## src/rtl/psum_drain_unit.sv

```systemverilog
// Partial-sum accumulator with a double-banked drain that serialises one lane per handshake.
// Optional build macro PSUM_DRAIN_RELU_EN applies ReLU to each lane as it enters the drain bank.
module psum_drain_unit #(
  parameter int width   = 16,
  parameter int decimal = 8,
  parameter int cols    = 4
) (
  input  logic                  clk,
  input  logic                  rst,
  input  logic                  cap_en,
  input  logic                  acc_clr,
  input  logic                  last,
  input  logic [cols*width-1:0] outs_array,
  output logic                  stall,
  output logic [width-1:0]      out_data,
  output logic                  out_valid,
  input  logic                  out_ready,
  output logic                  busy,
  output logic                  overflow
);

  localparam int LW = (cols > 1) ? $clog2(cols) : 1;
  localparam logic [LW-1:0] LAST_LANE = LW'(cols - 1);
  localparam logic [width-1:0] SAT_MAX = {1'b0, {(width-1){1'b1}}};
  localparam logic [width-1:0] SAT_MIN = {1'b1, {(width-1){1'b0}}};

  if (decimal < 0 || decimal >= width) begin : g_bad_decimal
    $error("decimal must lie in [0, width-1]");
  end

  typedef enum logic {IDLE, DRAIN} state_t;

  // Returns {clamped, result}; the add is done one bit wider so overflow is just a sign disagreement.
  function automatic logic [width:0] sat_add(input logic [width-1:0] a, input logic [width-1:0] b);
    logic [width:0] s;
    s = {a[width-1], a} + {b[width-1], b};
    if (s[width] != s[width-1]) begin
      sat_add = {1'b1, (s[width] ? SAT_MIN : SAT_MAX)};
    end else begin
      sat_add = {1'b0, s[width-1:0]};
    end
  endfunction

  function automatic logic [width-1:0] relu(input logic [width-1:0] a);
`ifdef PSUM_DRAIN_RELU_EN
    relu = a[width-1] ? '0 : a;
`else
    relu = a;
`endif
  endfunction

  state_t             state_q, state_d;
  logic [LW-1:0]      lane_q, lane_d;
  logic [width-1:0]   acc_q   [cols];
  logic [width-1:0]   acc_d   [cols];
  logic [width-1:0]   drain_q [cols];
  logic [width-1:0]   drain_d [cols];
  logic [width-1:0]   out_data_q, out_data_d;
  logic               ovf_q, ovf_d;

  logic               hs, last_hs, accept, transfer;
  logic [width-1:0]   final_v [cols];
  logic [cols-1:0]    clamp;

  assign out_valid = (state_q == DRAIN);
  assign busy      = (state_q == DRAIN);
  assign out_data  = out_data_q;
  assign overflow  = ovf_q;

  // A last-tile capture may only land if the drain bank is free or frees up on this very edge.
  always_comb begin
    hs       = out_valid & out_ready;
    last_hs  = hs & (lane_q == LAST_LANE);
    stall    = cap_en & last & busy & ~last_hs;
    accept   = cap_en & ~stall;
    transfer = accept & last;
    for (int i = 0; i < cols; i++) begin
      if (acc_clr) begin
        {clamp[i], final_v[i]} = {1'b0, outs_array[i*width +: width]};
      end else begin
        {clamp[i], final_v[i]} = sat_add(acc_q[i], outs_array[i*width +: width]);
      end
    end
  end

  always_comb begin
    state_d    = state_q;
    lane_d     = lane_q;
    acc_d      = acc_q;
    drain_d    = drain_q;
    out_data_d = out_data_q;
    ovf_d      = ovf_q | (accept & (|clamp));

    if (transfer) begin
      for (int i = 0; i < cols; i++) begin
        acc_d[i]   = '0;
        drain_d[i] = relu(final_v[i]);
      end
      out_data_d = relu(final_v[0]);
      state_d    = DRAIN;
      lane_d     = '0;
    end else if (accept) begin
      acc_d = final_v;
    end else begin
      acc_d = acc_q;
    end

    // A transfer coinciding with the final handshake already reloaded lane 0 above.
    if (!transfer) begin
      if (last_hs) begin
        state_d = IDLE;
        lane_d  = '0;
      end else if (hs) begin
        lane_d     = lane_q + LW'(1);
        out_data_d = drain_q[lane_q + LW'(1)];
      end else begin
        lane_d = lane_q;
      end
    end else begin
      lane_d = '0;
    end
  end

  always_ff @(posedge clk or posedge rst) begin
    if (rst) begin
      state_q    <= IDLE;
      lane_q     <= '0;
      out_data_q <= '0;
      ovf_q      <= 1'b0;
      for (int i = 0; i < cols; i++) begin
        acc_q[i]   <= '0;
        drain_q[i] <= '0;
      end
    end else begin
      state_q    <= state_d;
      lane_q     <= lane_d;
      out_data_q <= out_data_d;
      ovf_q      <= ovf_d;
      acc_q      <= acc_d;
      drain_q    <= drain_d;
    end
  end

endmodule

```

## config.mk

```make
export PLATFORM = sky130hd
export DESIGN_NAME = psum_drain_unit
export DESIGN_NICKNAME = d
export VERILOG_FILES = /design/src/rtl/psum_drain_unit.sv
export SDC_FILE = /design/constraint.sdc
export NUM_CORES = 1
export LEC_CHECK = 0
export ABC_AREA = 0
export CORE_MARGIN = 10
export CORE_UTILIZATION = 55
export CTS_CLUSTER_SIZE = 24
export DETAILED_ROUTE_END_ITERATION = 6
export PLACE_DENSITY_LB_ADDON = 0.3
export SLEW_MARGIN = 0
export SYNTH_ARGS = -nofsm -noshare
export SYNTH_HDL_FRONTEND = slang
export SYNTH_SLANG_ARGS = --single-unit
export TNS_END_PERCENT = 10
```

## constraint.sdc

```tcl
create_clock -name clk -period 5.8 [get_ports clk]
set_clock_uncertainty 0.1 [all_clocks]
set_input_delay 1.16 -clock clk [delete_from_list [all_inputs] [get_ports clk]]
set_output_delay 1.16 -clock clk [all_outputs]
set_load 0.05 [all_outputs]
```

==> out/qor.yml <==
wl_per_cell_um: 21.3
cpMaxStageDelayCell: "o311ai_1"
cp_cell_sequence: "clkdlybuf4s50_1 -> ha_1 -> inv_1 -> fa_1 -> nor2b_1 -> o211a_1 -> a211oi_2 -> o31a_4 -> o2111ai_1 -> nand2_1 -> o311ai_1 -> a21boi_0"
synth_cells: 1165
critPathRequiredTime_ns: 6.03
cp_top_family: "compound AO/OA/AOI/OAI gates"
max_stage_delay_ns: 0.50
ys_seq_elements: 148
ir_drop_mv: 0.347
worstSetupPathType: "primary input to flip-flop"
period_share: 0.754
fp.dieH_um: 158
grt_pass1_wl_um: 50200
post_cts.repair.setup_buffers: 0
fin_setup_tns_ns: 0
synth-async-reset-ratio: 1.00
rsz0062_at_grt: "false"
cts_buffers: 17
p_per_area_nw_per_um2: 615
status: "completed"
die_x_um: 158
synth_area_um2: 10500
dr.pass1.iters: 7
critical_path_buf_inv_count: 2
clk_latency_ns: 0.43
worstSetupStartpointType: "primary input"
cts_tree: "yes"
wirelength_um: 31300
yosys_warnings: 0
cts_resized: 0
period_minus_slack_ns: 4.38
cts.sinks: 148
antenna_found_initial: 1
drc: 0
gr-total-overflow: 0
drive_above_1_share: 0.0797
clock-root-buffer: "clkbuf_16"
worstPathMaxFanout: 5
leakage_nw: 5.17
max_freq_mhz: 229
synth_edf_count: 0
start_util: 0.562
placed_cell_area_um2: 11600
endpoint_kind: "flip-flop"
synth_cell_types: 83
rows: 50
vias: 9576
io_buffers: 89
worst_slew_pin_slew_ns: 1.25
area_growth_pct: 15.8
cts_hold_buffers: 0
viasPerCell: 6.53
clk_pin_slew_ns: 0.06
drtIter0Drc: 860
synth_ff_type: "dfrtp_1"
syn_area_per_cell_um2: 9.05
setup_violations: 0
fin_hold_ws_ns: 0.382
hpwl_um: 22400
grt_pass1_vias: 9458
htree_levels: 4
arrival_ns: 4.61
core_area_um2: 18800
die_area_um2: 25100
grt_usage: 0.251
design_area_um2: 12200
slew_headroom: 0.165
grt_max_degree: 77
synth_nets: 1304
slew_violations: 0
finalHoldViolCount: 0
final_antenna_net_count: 0
ios: 90
clockBufferDepth: 2
ys_seq_area_frac: 0.351
max_cap_violations: 0
layout.nets: 1357
place_congestion: 0.938
holdCritPathClass: "flip-flop to flip-flop"
tightest hold or removal path, delay by kind of cell, from the launching register on:
| family | cells | cell delay (ns) |
|---|---|---|
| and+or+nand+nor | 1 | 0.05 |
| DFF | 1 | 0.34 |
| AOI/OAI and AO/OA | 1 | 0.06 |
where the power goes:
part           leakage [nW]  switching [W]  internal (W)
registers              1.78       0.000403       0.00153
logic                  3.10        0.00256       0.00184
clock network         0.292       0.000438      0.000739
path summary, 6_finish.rpt:
path | from | endpoint | slack [ns] | cells past startpoint
max | outs_array[0] | out_data[0] | 1.42 | 12
min | drain_q[60] | drain_q[60] | 0.38 | 2
max reg2reg | acc_q[24] | drain_q[25] | 2.30 | 10
min reg2reg | drain_q[60] | drain_q[60] | 0.38 | 2
max in group asynchronous | rst | drain_q[18] | 3.44 | 3
min in group asynchronous | rst | acc_q[33] | 1.12 | 2
through the flow:
| step | cells | power, W | setup WS [ns] | utilization |
|---|---|---|---|---|
| 3_5_place_dp | 1433 | 0.00625 | 1.08 | 0.617 |
| 2_1_floorplan | 1165 | 0.00515 | 0.560 | - |
| 5_1_grt | 1464 | 0.00804 | 1.13 | 0.650 |
| 4_1_cts | 1464 | 0.00746 | 1.44 | 0.650 |
| 6_report | 1466 | 0.00751 | 1.42 | 0.650 |
| 3_3_place_gp | 1433 | 0.00615 | 1.12 | 0.617 |
Yosys cell counts, types with 17 or more instances:
| master | n | area share |
|---|---|---|
| a21o_1 | 21 | 0.015 |
| a21oi_1 | 93 | 0.044 |
| clkbuf_1 | 52 | 0.019 |
| dfrtp_1 | 148 | 0.35 |
| ha_1 | 65 | 0.077 |
| inv_1 | 28 | 0.010 |
| nand2_1 | 127 | 0.045 |
| nand2b_1 | 21 | 0.012 |
| nand3_1 | 31 | 0.015 |
| nor2_1 | 81 | 0.029 |
| o21a_1 | 23 | 0.016 |
| o21ai_0 | 81 | 0.038 |
| o21ai_1 | 22 | 0.010 |
| o221ai_1 | 19 | 0.016 |
| o31ai_1 | 19 | 0.014 |
| xnor2_1 | 34 | 0.028 |
| xor2_1 | 17 | 0.014 |
cells by family (layout without fill, tap and decap cells):
group | count (synthesis) | count (layout) | synth area share
AO/OA/AOI/OAI | 439 | 439 | 0.288
XOR/XNOR | 53 | 53 | 0.0455
adder cells (fa/ha/maj) | 73 | 73 | 0.0885
buffers and inverters | 97 | 162 | 0.0374
flip-flops | 148 | 148 | 0.351
multiplexers | 34 | 34 | 0.0520
other | 0 | 2 | 0
AND/OR/NAND/NOR | 321 | 321 | 0.137
flip-flops by register name, indices dropped and copies added, names as in the netlist:
| name | cells |
|---|---|
| overflow | 1 |
| acc_q | 64 |
| out_data | 16 |
| drain_q | 64 |
| busy | 1 |
| lane_q | 2 |
area by class of cell:
| type | instances | area [um2] |
|---|---|---|
| clock inverters | 9 | 153 |
| multi-input cells | 920 | 6480 |
| well taps | 234 | 293 |
| inverters | 29 | 114 |
| repair buffers | 102 | 986 |
| diodes | 2 | 5.00 |
| clock buffers | 22 | 464 |
| fillers | 1530 | 6570 |
| flip-flops and latches | 148 | 3700 |
layout by cell type (no fill, tap or decap), types with 6 or more instances in the layout:
master / n
a211o_1: 8
a211oi_1: 13
a21o_1: 21
a21oi_1: 92
a22o_1: 15
a31oi_1: 14
a32o_1: 9
a32oi_1: 10
and2_1: 10
and3_1: 6
buf_4: 14
clkbuf_16: 17
clkdlybuf4s50_1: 88
dfrtp_1: 148
ha_1: 65
inv_1: 27
mux2_2: 6
mux2i_1: 12
mux4_2: 16
nand2_1: 127
nand2b_1: 21
nand3_1: 30
nor2_1: 79
nor2b_1: 15
nor3_1: 15
o211ai_1: 12
o21a_1: 23
o21ai_0: 81
o21ai_1: 21
o21bai_1: 8
o221ai_1: 19
o31ai_1: 19
xnor2_1: 34
xor2_1: 17
per-layer routing:
metal | part of all wire | track usage | routed length [um] | vias to the layer above
met2 | 0.46 | 0.394 | 14500 | 388
met3 | 0.082 | 0.0637 | 2550 | 53
met4 | 0.025 | 0.0829 | 796 | 0
met1 | 0.43 | 0.331 | 13400 | 4657
met5 | 0 | 0 | 0 | -
li1 | - | - | - | 4478
Note: power is estimated with default switching activity, not from simulation.
